`src/rtl/csa_mul_pkg.sv`:
```
// Shared state encodings and cycle-count helper for the carry-save multiplier.
package csa_mul_pkg;

    typedef enum logic [1:0] {
        S_IDLE    = 2'd0,
        S_ACCUM   = 2'd1,
        S_RESOLVE = 2'd2,
        S_DONE    = 2'd3
    } state_e;

    function automatic int ncyc(input int w, input int rows);
        return (w + rows - 1) / rows;
    endfunction

endpackage

```
`src/rtl/csa_compress.sv`:
```
// Combinational N-input to sum/carry reducer: N-2 chained 3:2 layers.
module csa_compress #(
    parameter int N   = 4,
    parameter int WID = 22
) (
    input  logic [N*WID-1:0] in_flat,
    output logic [WID-1:0]   sum,
    output logic [WID-1:0]   carry
);

    for (genvar k = 0; k < N - 2; k++) begin : g_l
        logic [WID-1:0] si;
        logic [WID-1:0] ci;
        logic [WID-1:0] x;
        logic [WID-1:0] maj;
        logic [WID-1:0] s;
        logic [WID-1:0] c;
        if (k == 0) begin : g_first
            assign si = in_flat[0 +: WID];
            assign ci = in_flat[WID +: WID];
        end else begin : g_next
            assign si = g_l[k-1].s;
            assign ci = g_l[k-1].c;
        end
        assign x   = in_flat[(k+2)*WID +: WID];
        assign s   = si ^ ci ^ x;
        assign maj = (si & ci) | (si & x) | (ci & x);
        // Carry weight is one bit up; the top carry falls off mod 2^WID.
        assign c   = maj << 1;
    end

    assign sum   = g_l[N-3].s;
    assign carry = g_l[N-3].c;

endmodule

```
`src/rtl/csa_seq_multiplier.sv`:
```
// Iterative unsigned multiplier: ROWS partial products per cycle into a CSA pair.
// Optional sticky output enabled by defining CSA_STICKY_EN.
module csa_seq_multiplier
    import csa_mul_pkg::*;
#(
    parameter int W    = 11,
    parameter int ROWS = 2
`ifdef CSA_STICKY_EN
    ,
    parameter int STL  = 10
`endif
) (
    input  logic           clk,
    input  logic           rst_n,
    input  logic           in_valid,
    output logic           in_ready,
    input  logic [W-1:0]   a,
    input  logic [W-1:0]   b,
    output logic           out_valid,
    input  logic           out_ready,
    output logic [2*W-1:0] product
`ifdef CSA_STICKY_EN
    ,
    output logic           sticky
`endif
);

    localparam int PW   = 2 * W;
    localparam int NCYC = ncyc(W, ROWS);
    localparam int CW   = $clog2(NCYC) + 1;
    localparam int N    = ROWS + 2;

    state_e          state_q, state_d;
    logic [PW-1:0]   a_q, a_d;
    logic [W-1:0]    b_q, b_d;
    logic [PW-1:0]   sum_q, sum_d;
    logic [PW-1:0]   carry_q, carry_d;
    logic [CW-1:0]   cnt_q, cnt_d;
    logic [PW-1:0]   product_q, product_d;
    logic [PW-1:0]   resolved;
    logic [N*PW-1:0] comp_in;
    logic [PW-1:0]   comp_sum;
    logic [PW-1:0]   comp_carry;

    // a/b shift each cycle so row j always sees weight cnt*ROWS+j.
    always_comb begin
        comp_in = '0;
        comp_in[0 +: PW]  = sum_q;
        comp_in[PW +: PW] = carry_q;
        for (int j = 0; j < ROWS; j++) begin
            comp_in[(j+2)*PW +: PW] = b_q[j] ? (a_q << j) : '0;
        end
    end

    csa_compress #(
        .N   (N),
        .WID (PW)
    ) u_compress (
        .in_flat (comp_in),
        .sum     (comp_sum),
        .carry   (comp_carry)
    );

    assign resolved = sum_q + carry_q;

`ifdef CSA_STICKY_EN
    logic sticky_q, sticky_d;
`endif

    always_comb begin
        state_d   = state_q;
        a_d       = a_q;
        b_d       = b_q;
        sum_d     = sum_q;
        carry_d   = carry_q;
        cnt_d     = cnt_q;
        product_d = product_q;
`ifdef CSA_STICKY_EN
        sticky_d  = sticky_q;
`endif
        unique case (state_q)
            S_IDLE: begin
                if (in_valid) begin
                    a_d     = PW'(a);
                    b_d     = b;
                    sum_d   = '0;
                    carry_d = '0;
                    cnt_d   = '0;
                    state_d = S_ACCUM;
                end
            end
            S_ACCUM: begin
                sum_d   = comp_sum;
                carry_d = comp_carry;
                a_d     = a_q << ROWS;
                b_d     = b_q >> ROWS;
                cnt_d   = cnt_q + CW'(1);
                if (cnt_q == CW'(NCYC - 1)) state_d = S_RESOLVE;
            end
            S_RESOLVE: begin
                product_d = resolved;
`ifdef CSA_STICKY_EN
                sticky_d  = |resolved[STL-1:0];
`endif
                state_d   = S_DONE;
            end
            S_DONE: begin
                if (out_ready) state_d = S_IDLE;
            end
            default: state_d = S_IDLE;
        endcase
    end

    always_ff @(posedge clk or negedge rst_n) begin
        if (!rst_n) begin
            state_q   <= S_IDLE;
            a_q       <= '0;
            b_q       <= '0;
            sum_q     <= '0;
            carry_q   <= '0;
            cnt_q     <= '0;
            product_q <= '0;
        end else begin
            state_q   <= state_d;
            a_q       <= a_d;
            b_q       <= b_d;
            sum_q     <= sum_d;
            carry_q   <= carry_d;
            cnt_q     <= cnt_d;
            product_q <= product_d;
        end
    end

`ifdef CSA_STICKY_EN
    always_ff @(posedge clk or negedge rst_n) begin
        if (!rst_n) sticky_q <= 1'b0;
        else        sticky_q <= sticky_d;
    end

    assign sticky = sticky_q;
`endif

    assign in_ready  = (state_q == S_IDLE);
    assign out_valid = (state_q == S_DONE);
    assign product   = product_q;

endmodule

```
`config.mk`:
```
export PLATFORM = sky130hd
export DESIGN_NAME = csa_seq_multiplier
export DESIGN_NICKNAME = d
export VERILOG_FILES = /design/src/rtl/csa_mul_pkg.sv /design/src/rtl/csa_compress.sv /design/src/rtl/csa_seq_multiplier.sv
export SDC_FILE = /design/constraint.sdc
export NUM_CORES = 1
export LEC_CHECK = 0
export BUFFER_PORTS_ARGS = -buffer_cell sky130_fd_sc_hd__buf_2
export CAP_MARGIN = 5
export CORE_AREA = 2 2 108 110
export CTS_CLUSTER_DIAMETER = 100
export DETAILED_ROUTE_END_ITERATION = 8
export DIE_AREA = 0 0 110 112
export GPL_TIMING_DRIVEN = 0
export HOLD_SLACK_MARGIN = 0.08
export PLACE_DENSITY = 0.85
export SYNTH_ARGS = -nofsm -noshare
export SYNTH_HDL_FRONTEND = slang
export SYNTH_SLANG_ARGS = --single-unit
```
`constraint.sdc`:
```
create_clock -name clk -period 2.9 [get_ports clk]
set_input_delay 0.725 -clock clk [delete_from_list [all_inputs] [get_ports clk]]
set_output_delay 0.725 -clock clk [all_outputs]
set_load 0.02 [all_outputs]
```
# After elaboration in Yosys (flattened, before gate mapping)
# Cells that the tools add are included.
[op_classes]
n_addsub = 2
n_eq_ne = 7
muxes = 15
n_bitwise = 14
n_reduce_logical = 4
[op_table]
columns = ["cell", "count"]
rows = [
  ["$pmux W22 S2", 3],
  ["$and A21 B21 Y21", 6],
  ["$mux W22", 4],
  ["$xor A22 B22 Y22", 4],
  ["$or A21 B21 Y21", 4],
  ["$add A22 B22 Y22", 1],
  ["$pmux W11 S2", 1],
  ["$mux W11", 1],
  ["$pmux W2 S4", 1],
  ["$pmux W4 S2", 1],
  ["$mux W2", 3],
  ["$add A4 B1 Y4 const B", 1],
  ["$eq A2 B2 Y1 const B", 2],
  ["$eq A4 B3 Y1 const B", 1],
  ["$mux W4", 1],
  ["$ne A2 B2 Y1 const B", 2],
  ["$reduce_and A3 Y1", 1],
  ["$eq A2 B1 Y1 const B", 1],
  ["$logic_not A2 Y1", 1],
  ["$ne A2 B1 Y1 const B", 1],
  ["$reduce_and A2 Y1", 1],
  ["$reduce_bool A2 Y1", 1],
]
[totals]
ff_bits = 105
in_bits = 26
word_cells = 49

# Depth between registers and ports, before layout
# Gate-level depths: netlist of the first run.
[depth]
ltp_word = 8
mapped_depth = 9

# Cells and area by module
# Synthesis of the first run repeated with hierarchy kept, for this count alone.
[hier_totals]
hier_cells = 596
hier_area_um2 = 6516.2
[modules_own_cells]
columns = ["module", "instances", "cells_per_inst", "area_per_inst_um2", "seq_area_each_um2"]
rows = [
  ["csa_seq_multiplier", 1, 549, 5631.7, 2627.5],
  ["csa_compress", 1, 47, 884.6, 0.0],
]

# Worst setup path before layout of the first run
# Ideal clock, no wire load.
[synth_path]
path_type = "flip-flop to flip-flop"
start = "register carry_q[2]"
end = "register product_q[16] (netlist: product[16])"
setup_ns = 0.121
arrival_time_ns = 2.032
setup_slack_ns = 0.747
path_stages_with_launch = 10
path_buffers = 0
cell_sequence = "dfrtp_1 -> ha_1 -> inv_1 -> fa_1 -> nor2b_1 -> o2111ai_1 -> nand4b_2 -> nand2_2 -> o311a_1 -> a22o_1"
[synth_via]
elab_chain_len = 1
[synth_lines]
columns = ["item", "line", "rtl"]
rows = [
  ["from (decl)", "csa_seq_multiplier.sv:37", "logic [PW-1:0] carry_q, carry_d;"],
  ["from (signal assigned)", "csa_seq_multiplier.sv:128", "carry_q <= carry_d;"],
  ["$add A22 B22 Y22", "csa_seq_multiplier.sv:64", "assign resolved = sum_q + carry_q;"],
  ["to (signal assigned)", "csa_seq_multiplier.sv:130", "product_q <= product_d;"],
  ["to (decl)", "csa_seq_multiplier.sv:39", "logic [PW-1:0] product_q, product_d;"],
]
# Every way passes these cells.
# A chain may end at the register's enable or synchronous reset.

# Final worst setup path of the first run
# Ends and elaborated chain as after synthesis.

==> results.toml, run 1 <==
[die]
die_h_um = 112
core_area_mm2 = 0.0112
initial_core_util = 0.587
ios = 50
rows = 39
die_area_mm2 = 0.0123
die_width_um = 110

[setup_path]
slowest_stage = "fa_1"
worstPathMaxFanout = 5
cp_data_required_time_ps = 3150
criticalPathCategory = "reg -> reg"
critPathArrivalTime_ps = 2800
slowest_delay_ps = 410
crit_buf_inv = 1
cp-start-kind = "flip-flop"
crit_chain = "ha_1, inv_1, fa_1, nor2b_1, o2111ai_1, nand4b_2, nand2_2, o311a_1, a22o_1"
crit_family = "compound AO/OA/AOI/OAI gates"
cp-end-kind = "flip-flop"

[synthesis]
ys.flop_type = "dfrtp_1"
avgSynthCellArea_um2 = 10.0
synth_edf_count = 0
ys_warn_count = 0
synth_seq_cells = 103
async_flop_share = 1.00
synth_area_mm2 = 0.00656
yosysSeqAreaShare = 0.393
syn_inst = 653
syn-num-nets = 746
synth.distinct_cells = 65

[layout]
nets = 807
final_common_cell = "dfrtp_1"
final_cell_mix = "dfrtp_1, inv_1, nand2_1"
area_growth_syn_to_layout_pct = 11.8
antenna_cells = 0
fill_cells = 846
drive_gt1_frac = 0.139

[clock_tree]
path_clk_slew_ps = 70
cts_root_buf = "clkbuf_16"
ctsHtreeMaxLevel = 3
numCtsBuffers = 9
ctsResizeCount = 0
cts_tree = "built"
postCtsSetupBuffers = 0
ctsHoldBuffers = 0
clock_path_buffers = 2
cts_sinks = 103
clock_latency_ps = 360

[min_path]
hp-class = "in -> async"

[sta]
finalCritPeriodShare = 0.881
setup_violations = 0
fmax_mhz = 391
max_slew_margin = 0.500
tns_ps = 0
clock_skew_ps = 6.92
slew_viol_final = 0
hold_viol = 0
tightest_slew_ps = 750
rsz0062_at_grt = "false"
min_period_ps = 2550
worst_slack_ps = 345

[placement]
gp_congestion = 0.908
place.port_buffers = 49
post-place-ws_ps = 428
hpwlAfterDp_um = 11300

[global_route]
gr-usage-all-layers = 0.266
grt_max_degree = 58
grt_pass1_vias = 5244
antenna_found_initial = 0
grt_pass1_wl_um = 25600
grt_overflow_total = 0

[detailed_routing]
ant_nets = 0
first_pass_iters = 5
drt-initial-drc-count = 345
via_per_inst = 5.96
routed_wl_um = 15000
routed-via-count = 5133
drcViolationCount = 0
wire_per_inst_um = 17.4

[power_and_ir_drop]
pwr_density_cell_mw_per_mm2 = 1010
p_leak_nw = 3.57
vdd_ir_drop_max_v = 0.000749

[status]
status = "completed"

[flow_run]
maxCapViolations = 0
stage by stage:
stage | cell area (um2) | hold WS, ps | total power [W] | cells | util
3_5_place_dp | 7010 | 465 | 0.00612 | 846 | 0.627
3_3_place_gp | 6980 | 459 | 0.00588 | 845 | 0.625
2_1_floorplan | 6560 | 429 | 0.00502 | 653 | -
6_report | 7330 | 431 | 0.00742 | 861 | 0.656
4_1_cts | 7330 | 465 | 0.00741 | 861 | 0.656
5_1_grt | 7330 | 508 | 0.00804 | 861 | 0.656
synth_stat cells, types with 2 or more instances:
cell       count  area share
o32ai_1        2      0.0027
nor2_1        16      0.0092
o21ai_0       23       0.018
a31oi_1        6      0.0057
mux2_2         8       0.014
a22o_1        47       0.063
buf_6          5      0.0086
o21a_1         5      0.0057
fa_1          40        0.12
a211oi_1       4      0.0046
and2_1        19       0.018
and3_1         5      0.0048
nor2b_1        7      0.0067
o211ai_1       2      0.0023
nand2b_1       5      0.0048
a221o_1        2      0.0031
buf_2          6      0.0046
nand2_1       71       0.041
ha_1          27       0.052
nand4_1        3      0.0029
a21boi_1       2      0.0023
or3_1          3      0.0029
a21oi_1       18       0.014
clkbuf_1      19       0.011
xnor2_1        8       0.011
nand3_1        6      0.0046
dfrtp_1      103        0.39
o22ai_1       11       0.010
nor3_1         7      0.0053
a21o_1         7      0.0080
o2111ai_1      3      0.0040
o31ai_1        6      0.0069
mux2i_1       12       0.018
o21ai_1       23       0.018
inv_1         92       0.053
power by group:
part	switching, W	internal (W)	total (W)
registers	0.000422	0.00192	0.00235
clock network	0.000538	0.000759	0.00130
logic	0.00233	0.00145	0.00378
state kept, by name, indices dropped and copies added, names as in the netlist:
| signal | cells |
|---|---|
| a_q | 22 |
| product | 22 |
| sum_q | 22 |
| carry_q | 20 |
| b_q | 11 |
| cnt_q | 4 |
| state_q | 2 |
logic make-up (layout without fill, tap and decap cells):
logic type	after synthesis	count (layout)	share of synthesized area
AOI/OAI and AO/OA	175	175	0.190
xor gates and xnor gates	9	9	0.0120
adders and majority gates	67	67	0.174
buffers and inverters	125	190	0.0805
DFF	103	103	0.393
muxes	20	20	0.0321
and+or+nand+nor	154	154	0.118
worst reg2reg max path, delay by kind of cell, from the launching register on:
kind                       cells  cell delay (ps)
AOI/OAI and AO/OA              3              760
adders and majority gates      2              690
and+or+nand+nor                3              520
DFF                            1              390
buffers and inverters          1               80
routing by layer:
metal  share of wire  vias up  global-route usage
met5               0        -                   0
met4           0.024        0               0.104
met3           0.051       31              0.0474
met2            0.48      176               0.422
met1            0.44     2562               0.364
li1                -     2364                   -
cell type report:
type	instances	area [um2]	area share
clock inverters	2	37.5	0.00512
clock buffers	13	280	0.0382
well taps	143	179	0.0244
inverters	92	345	0.0471
flip-flops and latches	103	2580	0.352
multi-input cells	425	3450	0.471
repair buffers	50	275	0.0376
plain buffers	33	183	0.0249
worst paths after layout:
kind                       startpoint          end  slack, ps  cells past startpoint
setup reg to reg           carry_q[2]  product[16]        350                      9
min in group clk           product[5]   product[5]        480                      1
max in group asynchronous       rst_n       a_q[4]       1770                      2
hold / removal                  rst_n   product[6]        430                      1
setup / recovery           carry_q[2]  product[16]        350                      9
hold reg to reg            product[5]   product[5]        480                      1
No activity file was read; power rests on OpenSTA's default activity.
==> run 2, diff against run 1 <==
Settings changed: CORE_AREA 2 2 108 110 to 2 2 118 120, DIE_AREA 0 0 110 112 to 0 0 120 122, PLACE_DENSITY 0.85 to 0.74.
==> results.toml, run 2 (synthesized netlist as in run 1, its figures left out) <==
[setup_path]
crit_end = "product[16]"
crit_start = "carry_q[2]"
r2r_setup_slack_ps = 360
reg2reg_from = "carry_q[2]"
crit_buf_inv = 1
critPathArrivalTime_ps = 2780
path_depth = 9
crit_chain = "ha_1, inv_1, fa_1, nor2b_1, o2111ai_1, nand4b_2, nand2_2, o311a_1, a22o_1"
cp-end-kind = "flip-flop"
worstPathMaxFanout = 5
cp-start-kind = "flip-flop"
slowest_stage = "fa_1"
r2r-end = "product[16]"
slowest_delay_ps = 410
r2r.worst_path.cells = 9
crit_family = "compound AO/OA/AOI/OAI gates"
cp_data_required_time_ps = 3140
criticalPathCategory = "reg -> reg"

[layout]
nets = 807
multiInputGateArea_mm2 = 0.00345
fill_cells = 1205
antenna_cells = 0
drive_gt1_frac = 0.139
fin_area_mm2 = 0.00737
area_growth_syn_to_layout_pct = 12.3
final_common_cell = "dfrtp_1"
final_cell_mix = "dfrtp_1, inv_1, nand2_1"
seq_area_mm2 = 0.00258

[clock_tree]
cts_root_buf = "clkbuf_16"
ctsResizeCount = 0
path_clk_slew_ps = 70
clock_latency_ps = 360
clock_path_buffers = 2
ctsHoldBuffers = 0
cts_sinks = 103
ctsHtreeMaxLevel = 3
numCtsBuffers = 9
postCtsSetupBuffers = 0
cts_tree = "built"

[sta]
max_slew_margin = 0.507
hold_viol = 0
setup_violations = 0
slew_viol_final = 0
tns_ps = 0
rsz0062_at_grt = "false"
clock_skew_ps = 7.90
finalCritPeriodShare = 0.875
tightest_slew_ps = 740
min_period_ps = 2540
fmax_mhz = 394

[die]
core_area_mm2 = 0.0135
initial_core_util = 0.485
die_width_um = 120
ios = 50
die_h_um = 122
rows = 43
die_area_mm2 = 0.0146

[global_route]
gr-usage-all-layers = 0.216
grt_max_degree = 57
grt_pass1_vias = 4897
grt_pass1_wl_um = 24700
grt_overflow_total = 0
antenna_found_initial = 0

[power_and_ir_drop]
total_power_w = 0.00734
p_leak_nw = 3.57
pwr_density_cell_mw_per_mm2 = 996
vdd_ir_drop_max_v = 0.000428

[detailed_routing]
routed-via-count = 4937
wire_per_inst_um = 16.3
via_per_inst = 5.49
drcViolationCount = 0
routed_wl_um = 14700
ant_nets = 0
drt-initial-drc-count = 359
first_pass_iters = 5

[placement]
place.port_buffers = 49
place_area_mm2 = 0.00706
gp_congestion = 0.897
hpwlAfterDp_um = 11300

[min_path]
hp-class = "in -> async"

[flow_run]
maxCapViolations = 0

[status]
status = "completed"
-- run 2: cell count changes in the layout (fill, tap and decap cells not counted), sizes merged --
cell / before / now
clkinv: 0 / 2
clkbuf: 33 / 32
clkinvlp: 1 / 0
inv: 92 / 93
-- run 2: area by class of cell --
class,instances,area share
sequential,103,0.350
multi-input combinational,425,0.468
tap,180,0.0306
clock buffer,12,0.0348
inverter,92,0.0469
buffer,33,0.0248
clock inverter,4,0.00713
timing repair buffer,50,0.0374
-- run 2: worst min-delay path by stage --
| stage | from | end | cells after the start |
|---|---|---|---|
| final | rst_n | product[5] | 1 |
| after global placement | product[5] | product[5] | 1 |
| after floorplan | rst_n | a_q[0] | 0 |
| after CTS | rst_n | product[5] | 1 |
| after detailed placement | product[5] | product[5] | 1 |
| after global routing | rst_n | product[5] | 1 |
-- run 2: report_power, final --
group / switching (W) / internal, W / leakage, nW
logic: 0.00230 / 0.00145 / 2.06
registers: 0.000409 / 0.00192 / 1.36
clock network: 0.000534 / 0.000720 / 0.153
total: 0.00324 / 0.00409 / 3.57
-- run 2: layer usage --
| metal | track usage | share of wire | vias up |
|---|---|---|---|
| met5 | 0 | 0 | - |
| met2 | 0.349 | 0.48 | 127 |
| met1 | 0.294 | 0.45 | 2435 |
| met3 | 0.0496 | 0.053 | 14 |
| met4 | 0.0610 | 0.013 | 0 |
| li1 | - | - | 2361 |
-- run 2: stage by stage --
step / utilization / setup WS (ps) / hold slack, ps / instances
3_3_place_gp: 0.520 / 32.8 / 461 / 882
4_1_cts: 0.545 / 381 / 404 / 899
2_1_floorplan: - / 747 / 429 / 653
5_1_grt: 0.545 / 219 / 436 / 899
3_5_place_dp: 0.523 / 401 / 468 / 883
6_report: 0.545 / 362 / 371 / 899
